===== src/rtl/csr_regfile_if.sv =====
// CSR register-file bus: ID-stage read port, WB-stage write port and the
// retire pulse that feeds minstret.
interface csr_regfile_if;
  logic [11:0] read_addr;
  logic [31:0] read_data;
  logic        read_illegal;
  logic        write_en;
  logic [11:0] write_addr;
  logic [31:0] write_data;
  logic        instret_inc;

  // Handshake: none. A read is a pure combinational lookup of read_addr.
  // A write is a one-cycle request that commits on the next rising clk
  // while write_en=1; the slave always accepts it.
  modport master (
    output read_addr, write_en, write_addr, write_data, instret_inc,
    input  read_data, read_illegal
  );
  modport slave (
    input  read_addr, write_en, write_addr, write_data, instret_inc,
    output read_data, read_illegal
  );
endinterface


===== src/rtl/csr_regfile.sv =====
// Machine-mode CSR register file with WB->ID write bypass.
// Define CSR_COUNTERS_EN to build the mcycle/minstret 64-bit counters.
module csr_regfile (
  input  logic          clk,
  input  logic          rst,
  csr_regfile_if.slave  bus
);

  localparam logic [3:0] ID_NONE     = 4'd0;
  localparam logic [3:0] ID_MSTATUS  = 4'd1;
  localparam logic [3:0] ID_MISA     = 4'd2;
  localparam logic [3:0] ID_MTVEC    = 4'd3;
  localparam logic [3:0] ID_MSCRATCH = 4'd4;
  localparam logic [3:0] ID_MEPC     = 4'd5;
  localparam logic [3:0] ID_MCAUSE   = 4'd6;
  localparam logic [3:0] ID_MTVAL    = 4'd7;
  localparam logic [3:0] ID_MHARTID  = 4'd8;
`ifdef CSR_COUNTERS_EN
  localparam logic [3:0] ID_MCYCLE    = 4'd9;
  localparam logic [3:0] ID_MCYCLEH   = 4'd10;
  localparam logic [3:0] ID_MINSTRET  = 4'd11;
  localparam logic [3:0] ID_MINSTRETH = 4'd12;
`endif

  localparam logic [31:0] MISA_VALUE = 32'h4000_0100;

  // Shadows decode to the same id as their backing half, so bypass
  // matching covers them for free.
  function automatic logic [3:0] decode(input logic [11:0] addr);
    logic [3:0] id;
    id = ID_NONE;
    case (addr)
      12'h300: id = ID_MSTATUS;
      12'h301: id = ID_MISA;
      12'h305: id = ID_MTVEC;
      12'h340: id = ID_MSCRATCH;
      12'h341: id = ID_MEPC;
      12'h342: id = ID_MCAUSE;
      12'h343: id = ID_MTVAL;
      12'hF14: id = ID_MHARTID;
`ifdef CSR_COUNTERS_EN
      12'hB00, 12'hC00: id = ID_MCYCLE;
      12'hB80, 12'hC80: id = ID_MCYCLEH;
      12'hB02, 12'hC02: id = ID_MINSTRET;
      12'hB82, 12'hC82: id = ID_MINSTRETH;
`endif
      default: id = ID_NONE;
    endcase
    return id;
  endfunction

  function automatic logic [31:0] mask_wdata(input logic [3:0] id, input logic [31:0] d);
    logic [31:0] m;
    m = d;
    case (id)
      ID_MSTATUS:        m = d & 32'h0000_0088;
      ID_MTVEC, ID_MEPC: m = {d[31:2], 2'b00};
      default:           m = d;
    endcase
    return m;
  endfunction

  logic [31:0] mstatus_q, mtvec_q, mscratch_q, mepc_q, mcause_q, mtval_q;
  logic [3:0]  rd_id, wr_id;
  logic        wr_hit;
  logic [31:0] wr_value;
  logic [31:0] stored_value;

  assign rd_id    = decode(bus.read_addr);
  assign wr_id    = decode(bus.write_addr);
  assign wr_value = mask_wdata(wr_id, bus.write_data);

  // Addresses 0xC00-0xFFF are the read-only CSR range: this rejects the
  // counter shadows and mhartid; misa is rejected by id.
  assign wr_hit = bus.write_en && (wr_id != ID_NONE) && (wr_id != ID_MISA)
                  && (bus.write_addr[11:10] != 2'b11);

`ifdef CSR_COUNTERS_EN
  logic [63:0] mcycle_q, minstret_q;

  // A write to either half replaces the increment for that cycle.
  always_ff @(posedge clk or negedge rst) begin
    if (!rst) begin
      mcycle_q   <= 64'd0;
      minstret_q <= 64'd0;
    end else begin
      if (wr_hit && wr_id == ID_MCYCLE)       mcycle_q[31:0]  <= bus.write_data;
      else if (wr_hit && wr_id == ID_MCYCLEH) mcycle_q[63:32] <= bus.write_data;
      else                                    mcycle_q        <= mcycle_q + 64'd1;

      if (wr_hit && wr_id == ID_MINSTRET)       minstret_q[31:0]  <= bus.write_data;
      else if (wr_hit && wr_id == ID_MINSTRETH) minstret_q[63:32] <= bus.write_data;
      else if (bus.instret_inc)                 minstret_q        <= minstret_q + 64'd1;
    end
  end
`else
  logic unused_instret_inc;
  assign unused_instret_inc = bus.instret_inc;
`endif

  always_ff @(posedge clk or negedge rst) begin
    if (!rst) begin
      mstatus_q  <= 32'd0;
      mtvec_q    <= 32'd0;
      mscratch_q <= 32'd0;
      mepc_q     <= 32'd0;
      mcause_q   <= 32'd0;
      mtval_q    <= 32'd0;
    end else if (wr_hit) begin
      case (wr_id)
        ID_MSTATUS:  mstatus_q  <= wr_value;
        ID_MTVEC:    mtvec_q    <= wr_value;
        ID_MSCRATCH: mscratch_q <= wr_value;
        ID_MEPC:     mepc_q     <= wr_value;
        ID_MCAUSE:   mcause_q   <= wr_value;
        ID_MTVAL:    mtval_q    <= wr_value;
        default: ;
      endcase
    end
  end

  always_comb begin
    stored_value = 32'd0;
    case (rd_id)
      ID_MSTATUS:   stored_value = mstatus_q;
      ID_MISA:      stored_value = MISA_VALUE;
      ID_MTVEC:     stored_value = mtvec_q;
      ID_MSCRATCH:  stored_value = mscratch_q;
      ID_MEPC:      stored_value = mepc_q;
      ID_MCAUSE:    stored_value = mcause_q;
      ID_MTVAL:     stored_value = mtval_q;
`ifdef CSR_COUNTERS_EN
      ID_MCYCLE:    stored_value = mcycle_q[31:0];
      ID_MCYCLEH:   stored_value = mcycle_q[63:32];
      ID_MINSTRET:  stored_value = minstret_q[31:0];
      ID_MINSTRETH: stored_value = minstret_q[63:32];
`endif
      default:      stored_value = 32'd0;
    endcase
  end

  // Bypass only on an exact half match; the other counter half is untouched
  // by the write, so its stored value is already correct.
  assign bus.read_data    = (wr_hit && wr_id == rd_id) ? wr_value : stored_value;
  assign bus.read_illegal = (rd_id == ID_NONE);

endmodule


===== src/flat_wrapper.sv =====
// flat-port wrapper written by rule: the top's interface ports become plain ports
module csr_regfile_flat 
  (clk, rst, bus_read_addr, bus_write_en, bus_write_addr, bus_write_data, bus_instret_inc, bus_read_data, bus_read_illegal);
  csr_regfile_if bus_i ();
  input  logic clk;
  input  logic rst;
  input wire logic [$bits(bus_i.read_addr)-1:0] bus_read_addr;
  input wire logic [$bits(bus_i.write_en)-1:0] bus_write_en;
  input wire logic [$bits(bus_i.write_addr)-1:0] bus_write_addr;
  input wire logic [$bits(bus_i.write_data)-1:0] bus_write_data;
  input wire logic [$bits(bus_i.instret_inc)-1:0] bus_instret_inc;
  output wire logic [$bits(bus_i.read_data)-1:0] bus_read_data;
  output wire logic [$bits(bus_i.read_illegal)-1:0] bus_read_illegal;
  assign bus_i.read_addr = bus_read_addr;
  assign bus_i.write_en = bus_write_en;
  assign bus_i.write_addr = bus_write_addr;
  assign bus_i.write_data = bus_write_data;
  assign bus_i.instret_inc = bus_instret_inc;
  assign bus_read_data = bus_i.read_data;
  assign bus_read_illegal = bus_i.read_illegal;
  csr_regfile u_core (.clk(clk), .rst(rst), .bus(bus_i));
endmodule

===== config.mk =====
export PLATFORM = sky130hd
export DESIGN_NAME = csr_regfile_flat
export DESIGN_NICKNAME = d
export VERILOG_FILES = /design/src/rtl/csr_regfile_if.sv /design/src/rtl/csr_regfile.sv /design/src/flat_wrapper.sv
export SDC_FILE = /design/constraint.sdc
export NUM_CORES = 1
export LEC_CHECK = 0
export CAP_MARGIN = 20
export CORE_MARGIN = 2
export CORE_UTILIZATION = 55
export CTS_BUF_LIST = sky130_fd_sc_hd__clkbuf_16
export CTS_CLUSTER_DIAMETER = 100
export DETAILED_ROUTE_END_ITERATION = 8
export GPL_ROUTABILITY_DRIVEN = 0
export PLACE_DENSITY = 0.74
export SKIP_LAST_GASP = 1
export SLEW_MARGIN = 20
export SYNTH_ARGS = -nofsm -noshare
export SYNTH_HDL_FRONTEND = slang
export SYNTH_SLANG_ARGS = --single-unit

===== constraint.sdc =====
create_clock -name clk -period 6.2 [get_ports clk]
set_input_delay 1.86 -clock clk [delete_from_list [all_inputs] [get_ports clk]]
set_output_delay 1.86 -clock clk [all_outputs]
set_load 0.03 [all_outputs]

# --- Yosys cells after proc, flatten, opt, wreduce, memory -nomap -nowiden ---
# Cells that the tools add are included.
totals:
  latchBits: 0
  mem_count: 0
  wordCells: 56
  regBits: 192
  romBits: 0
  mem_bits_rw: 0
  inputBits: 60
classes:
  div: 0
  eq_ne: 32
  n_bitwise: 0
  n_reduce_logical: 13
  multipliers: 0
  order_cmp: 0
  n_addsub: 0
  shifts: 0
  mux: 5
ops:
  columns: ["op", "n"]
  rows:
  - ["$pmux 32 s7", 1]
  - ["$eq 12x10->1 const B", 14]
  - ["$pmux 32 s2", 1]
  - ["$pmux 4 s8", 2]
  - ["$eq 4x3->1 const B", 8]
  - ["$mux 32", 1]
  - ["$eq 12x12->1 const B", 2]
  - ["$eq 4x2->1 const B", 3]
  - ["$reduce_and 2->1", 6]
  - ["$eq 4x1->1 const B", 2]
  - ["$eq 4x4->1", 1]
  - ["$logic_and 1x1->1", 4]
  - ["$logic_not 4->1", 1]
  - ["$ne 4x2->1 const B", 1]
  - ["$reduce_bool 4->1", 1]
  - ["$ne 2x2->1 const B", 1]
  - ["$reduce_or 2->1", 1]

# --- Longest topological paths before layout ---
# Gate-level depths: netlist of the first run.
depth:
  word_depth: 8
  mapped_depth: 10

# --- Worst setup path before layout of the first run ---
# OpenSTA, ideal clock, no wires.
synth_timing:
  kind: "in2out"
  startpoint: "input bus_read_addr[7]"
  endpoint: "output bus_read_data[0]"
  path_stages: 8
  arrival_time_ns: 3.928
  slack_ns: 0.412
  required_ns: 4.340
  path_cell_list: "and4bb_2 > nand2_1 > or3_1 > nor2_1 > buf_2 > buf_2 > a221oi_1 > mux2i_1"
synth_via:
  elab_chain_len: 5
  elab_cells_between_ends: 20
synth_rtl:
  columns: ["element", "line", "text"]
  rows:
  - ["start: declaration", "flat_wrapper.sv:7", "input wire logic [$bits(bus_i.read_addr)-1:0] bus_read_addr;"]
  - ["$eq 12x12->1 or $eq 12x10->1 (tied branches)", "csr_regfile.sv:32", "case (addr)"]
  - ["$pmux 4 s8 (*)", "csr_regfile.sv:32", null]
  - ["$eq 4x3->1 (tied with other cells)", "csr_regfile.sv:124", "case (rd_id)"]
  - ["$pmux 32 s7 or $logic_and 1x1->1 (tied branches)", "csr_regfile.sv:124, csr_regfile.sv:144", null]
  - ["$mux 32 (*)", "csr_regfile.sv:144", "assign bus.read_data = (wr_hit && wr_id == rd_id) ? wr_value : stored_value;"]
  - ["end: declaration", "flat_wrapper.sv:12", "output wire logic [$bits(bus_i.read_data)-1:0] bus_read_data;"]
# Every way passes the cells marked *; elsewhere a longest branch is shown, timed or not.

# --- Worst setup path after layout of the first run ---
layout_timing:
  startpoint: "input bus_write_addr[11]"
  endpoint: "output bus_read_data[8]"
layout_via:
  elab_chain_len: 8
  elab_cells_between_ends: 23
layout_rtl:
  columns: ["element", "line", "text"]
  rows:
  - ["start: declaration", "flat_wrapper.sv:9", "input wire logic [$bits(bus_i.write_addr)-1:0] bus_write_addr;"]
  - ["branches (longest 7 deep; another with $pmux 32 s2)", null, null]
  - ["$mux 32 (*)", "csr_regfile.sv:144", null]
# Every way passes the cells marked *.

==> results of run 1 <==
==> state kept, by name, indices dropped and copies added, names as in the netlist <==
register           count
u_core.mcause_q       32
u_core.mstatus_q      32
u_core.mepc_q         32
u_core.mscratch_q     32
u_core.mtval_q        32
u_core.mtvec_q        32
==> repair_timing <==
action	in CTS	in global routing
pin swaps	0	3
gates cloned	0	2
endpoints found under the setup margin	4	32
gates resized for setup	3	26
hold buffers	0	0
setup buffers	0	5
==> stage by stage <==
step / setup TNS, ps / area [sq um] / util (%) / setup WS (ps) / power [W]
after CTS: 0 / 10700 / 67.6 / 27.5 / 0.00242
after global routing: -288 / 10900 / 68.9 / -46.0 / 0.00249
after detailed placement: 0 / 10200 / 64.2 / 10.9 / 0.00141
final: 0 / 10900 / 68.9 / 50.6 / 0.00241
after global placement: -13.6 / 10200 / 64.2 / -13.6 / 0.00141
after floorplan: 0 / 8920 / - / 412 / 0.00132
==> how the worst max path moves through the flow <==
| stage | startpoint | end | slack [ps] | cells past startpoint |
|---|---|---|---|---|
| 6_report | bus_write_addr[11] | bus_read_data[8] | 50 | 12 |
| 5_1_grt | bus_write_addr[11] | bus_read_data[2] | -50 | 12 |
| 4_1_cts | bus_write_addr[1] | bus_read_data[7] | 30 | 8 |
| 3_5_place_dp | bus_read_addr[6] | bus_read_data[7] | 10 | 10 |
| 3_3_place_gp | bus_read_addr[0] | bus_read_data[31] | -10 | 10 |
| 2_1_floorplan | bus_read_addr[7] | bus_read_data[0] | 410 | 8 |
==> power breakdown <==
part | internal (W) | switching (W)
Sequential | 0.00126 | 0.00000184
Combinational | 0.0000579 | 0.0000788
Clock | 0.000576 | 0.000444
Total | 0.00189 | 0.000525
==> kinds of logic (layout without fill, tap and decap cells) <==
logic type                Yosys count  after routing
AOI/OAI and AO/OA                 234            234
xor gates and xnor gates            2              2
buffers and inverters              62            170
DFF                               192            192
muxes                             105            105
and+or+nand+nor                   274            274
==> layer usage <==
metal	global-route usage [%]	vias up	wire length, um
met5	0	-	0
met4	7.37	0	260
met3	5.25	24	1490
met2	42.6	230	10600
met1	36.8	3471	10100
li1	-	3280	-
==> cell usage in the layout, fill, tap and decap left out, drive strengths merged, types with 8 or more instances in the layout <==
cell           count
a221oi            27
a22oi             31
and2              36
buf               80
clkbuf            20
clkdlybuf4s50     49
dfrtp            192
mux2              74
mux2i             31
nand2            189
nor2              11
nor3              11
o21ai            143
o2bb2ai            8
==> final cells by class <==
| class | count | area share [%] |
|---|---|---|
| Clock buffer | 17 | 3.89 |
| Sequential cell | 192 | 43.9 |
| Tap cell | 216 | 2.47 |
| Inverter | 1 | 0.0343 |
| Multi-Input combinational cell | 615 | 36.4 |
| Timing Repair Buffer | 140 | 12.4 |
| Clock inverter | 12 | 0.960 |
==> flow_metrics.env, run 1 <==
export IMPL_status="finished clean"
export IMPL_end_kind="output port"
export IMPL_worstPathRequired_ps=4340
export IMPL_vias_per_cell=5.87
export IMPL_reg2reg_slack_ps=5420
export IMPL_reg2reg_depth=1
export IMPL_powerDensity_mw_per_mm2=221
export IMPL_syn_area_sq_mm=0.00892
export IMPL_syn_avg_cell_area_sq_um=10.3
export IMPL_cts_buffer_depth=2
export IMPL_crit_fanout=6
export IMPL_min_period_ps=6150
export IMPL_drv_cap=0
export IMPL_crit_path_top_delay_cell="clkdlybuf4s50_1"
export IMPL_yosysMostFrequentCell="dfrtp_1"
export IMPL_holdPathStages=2
export IMPL_yosysTopAreaCell="dfrtp_1"
export IMPL_die_w_um=131
export IMPL_hold_path_class="reg2reg"
export IMPL_cp_common_cell="buf_4"
export IMPL_synth_xor_area_share_pct=0.196
export IMPL_grt_pass1_vias=6844
export IMPL_path_class="in2out"
export IMPL_register_area_sq_mm=0.00480
export IMPL_grt_pass1_wl_um=35900
export IMPL_rows=46
export IMPL_ys_top_cells_by_area="dfrtp_1 (54%), mux2_2 (9.3%), o21ai_0 (8.0%)"
export IMPL_rr_startpoint="u_core.mepc_q[29]"
export IMPL_hold_ws_ps=474
export IMPL_core_area_sq_mm=0.0159
export IMPL_worst_pin_slew_ps=921
export IMPL_vdd_drop_max_uv=194
export IMPL_fillers=1260
export IMPL_max_freq_mhz=163
export IMPL_power_leakage_nw=5.20
export IMPL_die_height_um=131
export IMPL_h_tree_depth=4
export IMPL_diodes=0
export IMPL_synth_largest_type_area_fraction_pct=53.8
export IMPL_yosysWarnings=0
export IMPL_syn_nets=929
export IMPL_synth_top_family_by_area="compound AO/OA/AOI/OAI gates"
export IMPL_routedWlPerCell_um=18.8
export IMPL_drtIter0Drc=498
export IMPL_yosysSeqAreaShare_pct=53.8
export IMPL_cts_root_buf="clkbuf_16"
export IMPL_drv_slew=0
export IMPL_ant_nets=0
export IMPL_grt_overflow=0
export IMPL_vias=7005
export IMPL_dieArea_sq_mm=0.0173
export IMPL_initial_core_util_pct=56.2
export IMPL_async_flop_share_pct=100
export IMPL_clk_pin_slew_ps=60
export IMPL_worstHoldStart="u_core.mcause_q[23]"
export IMPL_synth_common_cells="dfrtp_1 (192), nand2_1 (189), o21ai_0 (143)"
export IMPL_synth_compound_area_share_pct=16.5
export IMPL_critPathLaunchType="input port"
export IMPL_antenna_found_initial=0
export IMPL_synth_adder_area_share_pct=0
export IMPL_path_cells="clkdlybuf4s50_1 -> nor4_1 -> buf_4 -> nand2_1 -> nand2_1 -> a21oi_1 -> a211oi_1 -> o211ai_4 -> buf_4 -> buf_12 -> mux2i_1 -> buf_4"
export IMPL_drt_wl_total_um=22500
export IMPL_max_stage_delay_ps=470
export IMPL_syn_inst=869
export IMPL_grt_max_degree=112
export IMPL_synth_seq_cells=192
export IMPL_hpwl_um=13000
export IMPL_place_inst=1157
export IMPL_multiInputGateArea_sq_mm=0.00398
export IMPL_cp_top_family="buffers and inverters"
export IMPL_final_cells=1193
export IMPL_finalSetupViolCount=0
export IMPL_final_setup_skew_ps=0
export IMPL_io_buffers=91
export IMPL_firstDrtPassIters=5
export IMPL_area_growth_pct=22.7
export IMPL_cts_tree="done"
export IMPL_hold_end="u_core.mcause_q[23]"
export IMPL_arrival_ps=4290
export IMPL_clk_latency_ps=430
export IMPL_hold_violations=0
export IMPL_final_nets=1027
export IMPL_drcViolationCount=0
export IMPL_max_slew_margin_rel_pct=38.6
export IMPL_cts_sinks=192
export IMPL_cts_made_buffers=17
export IMPL_drive_above_1_share_pct=21.1
export IMPL_ios=93
export IMPL_synthSimpleGateAreaFrac_pct=13.5
export IMPL_ys_flop_type="dfrtp_1"
export IMPL_r2r_end="u_core.mepc_q[29]"
export IMPL_synth_enable_flop_cells=0
export IMPL_synth_cell_types=36
export IMPL_grt_use_total_pct=26.4
export IMPL_synthMuxAreaShare_pct=12.8
export IMPL_fin_crit_sh_pct=99.2
export IMPL_crit_buf_inv=5
Note: power is estimated with default switching activity, not from simulation.
==> run 2, diff against run 1 <==
- ABC_CLOCK_PERIOD_IN_PS: default -> 6200
- RECOVER_POWER: default -> 100
==> flow_metrics.env, run 2 (synthesized netlist as in run 1, its figures left out) <==
export IMPL_rr_startpoint="u_core.mtval_q[21]"
export IMPL_cts_root_buf="clkbuf_16"
export IMPL_intPower_w=0.00189
export IMPL_vias=6987
export IMPL_crit_path_top_delay_cell="clkdlybuf4s50_1"
export IMPL_hpwl_um=13000
export IMPL_die_w_um=131
export IMPL_cp_common_cell="buf_4"
export IMPL_drive_above_1_share_pct=20.0
export IMPL_diodes=0
export IMPL_core_area_sq_mm=0.0159
export IMPL_cts_made_buffers=17
export IMPL_worstPathRequired_ps=4340
export IMPL_routedWlPerCell_um=18.9
export IMPL_worstHoldStart="u_core.mcause_q[23]"
export IMPL_ant_nets=0
export IMPL_combPwrFrac_pct=5.6
export IMPL_critPathLaunchType="input port"
export IMPL_worst_pin_slew_ps=2820
export IMPL_drv_cap=5
export IMPL_cts_buffer_depth=2
export IMPL_max_freq_mhz=163
export IMPL_hold_violations=0
export IMPL_startpoint="bus_write_addr[11]"
export IMPL_pwr_share_clk_pct=42.2
export IMPL_firstDrtPassIters=5
export IMPL_grt_pass1_vias=6844
export IMPL_drtIter0Drc=499
export IMPL_io_buffers=91
export IMPL_power_switching_w=0.000522
export IMPL_postPlaceCellArea_sq_mm=0.0102
export IMPL_grt_max_degree=112
export IMPL_mostFrequentLayoutCells="dfrtp_1 (192), nand2_1 (189), o21ai_0 (143)"
export IMPL_switching_share_pct=21.6
export IMPL_status="finished with violations"
export IMPL_clk_latency_ps=430
export IMPL_max_slew_margin_rel_pct=-87.9
export IMPL_crit_buf_inv=5
export IMPL_vias_per_cell=5.86
export IMPL_cp_top_family="buffers and inverters"
export IMPL_arrival_ps=4280
export IMPL_path_class="in2out"
export IMPL_grt_pass1_wl_um=35900
export IMPL_cts_sinks=192
export IMPL_drv_slew=315
export IMPL_initial_core_util_pct=56.2
export IMPL_h_tree_depth=4
export IMPL_setup_tns_ps=0
export IMPL_min_period_ps=6140
export IMPL_final_setup_skew_ps=0
export IMPL_antenna_found_initial=0
export IMPL_cts_tree="done"
export IMPL_die_height_um=131
export IMPL_powerDensity_mw_per_mm2=223
export IMPL_end_kind="output port"
export IMPL_vdd_drop_max_uv=194
export IMPL_ios=93
export IMPL_drcViolationCount=0
export IMPL_dieArea_sq_mm=0.0173
export IMPL_finalSetupViolCount=0
export IMPL_final_nets=1027
export IMPL_crit_fanout=6
export IMPL_path_cells="clkdlybuf4s50_1 -> nor4_1 -> buf_4 -> nand2_1 -> nand2_1 -> a21oi_1 -> a211oi_1 -> o211ai_4 -> buf_4 -> buf_12 -> mux2i_1 -> buf_4"
export IMPL_finish_instance_area_sq_mm=0.0108
export IMPL_area_growth_pct=21.4
export IMPL_fin_crit_sh_pct=99.1
export IMPL_violations="capacitance limit, slew limit"
export IMPL_final_common_cell="dfrtp_1"
export IMPL_p_seq_share_pct=52.2
export IMPL_rows=46
export IMPL_drt_wl_total_um=22500
export IMPL_clk_pin_slew_ps=60
export IMPL_grt_overflow=0
export IMPL_max_stage_delay_ps=470
export IMPL_grt_use_total_pct=26.4
export IMPL_hold_path_class="reg2reg"
export IMPL_power_leakage_nw=5.12
==> run 2: area by class of cell <==
type / instances / area, sq um
Timing Repair Buffer: 140 / 1250
Fill cell: 1288 / 5060
Tap cell: 216 / 270
Clock inverter: 12 / 105
Multi-Input combinational cell: 615 / 3970
Clock buffer: 17 / 425
Sequential cell: 192 / 4800
Inverter: 1 / 3.75
==> run 2: metal layers <==
layer  up-vias  routed length, um  track usage (%)
li1       3280                  -                -
met1      3452              10300             36.8
met2       234              10600             42.6
met3        21               1380             5.25
met4         0                282             7.37
met5         -                  0                0
==> run 2: what timing repair did <==
action / in CTS / in global routing
hold buffers: 0 / 0
pin swaps: 0 / 3
gates resized for setup: 3 / 26
setup endpoints to repair: 4 / 32
setup buffers: 0 / 5
gates cloned: 0 / 2
==> run 2: through the flow <==
step           utilization, %  hold WS [ps]  std cells  setup slack, ps  total power, W
2_1_floorplan               -           444        869              412         0.00132
5_1_grt                  68.2           499       1193            -46.4         0.00249
3_3_place_gp             64.2           455       1157            -13.6         0.00141
4_1_cts                  67.6           479       1186             27.5         0.00242
6_report                 68.2           474       1193             58.2         0.00241
3_5_place_dp             64.2           464       1157             10.9         0.00141
==> run 2: worst paths after layout <==
path / to / slack (ps) / cells past startpoint
setup / recovery: bus_read_data[8] / 60 / 12
hold / removal: u_core.mcause_q[23] / 470 / 2
setup reg to reg: u_core.mtval_q[21] / 5370 / 2
hold reg to reg: u_core.mcause_q[23] / 470 / 2
max in group asynchronous: u_core.mtvec_q[26] / 1680 / 2
min in group asynchronous: u_core.mscratch_q[30] / 2250 / 1
==> run 2: power by group through the flow <==
| stage | clock [W] | combinational [W] | sequential [W] |
|---|---|---|---|
| after CTS | 0.00103 | 0.000133 | 0.00126 |
| after detailed placement | 0 | 0.000131 | 0.00128 |
| after floorplan | 0 | 0.0000414 | 0.00128 |
| after global placement | 0 | 0.000131 | 0.00128 |
| final | 0.00102 | 0.000135 | 0.00126 |
| after global routing | 0.00109 | 0.000149 | 0.00126 |
==> run 2: worst reg2reg max path: stages, from the launching register on <==
cell and delay, ps:
dfrtp_1 390, nand2_1 60, o21ai_0 140
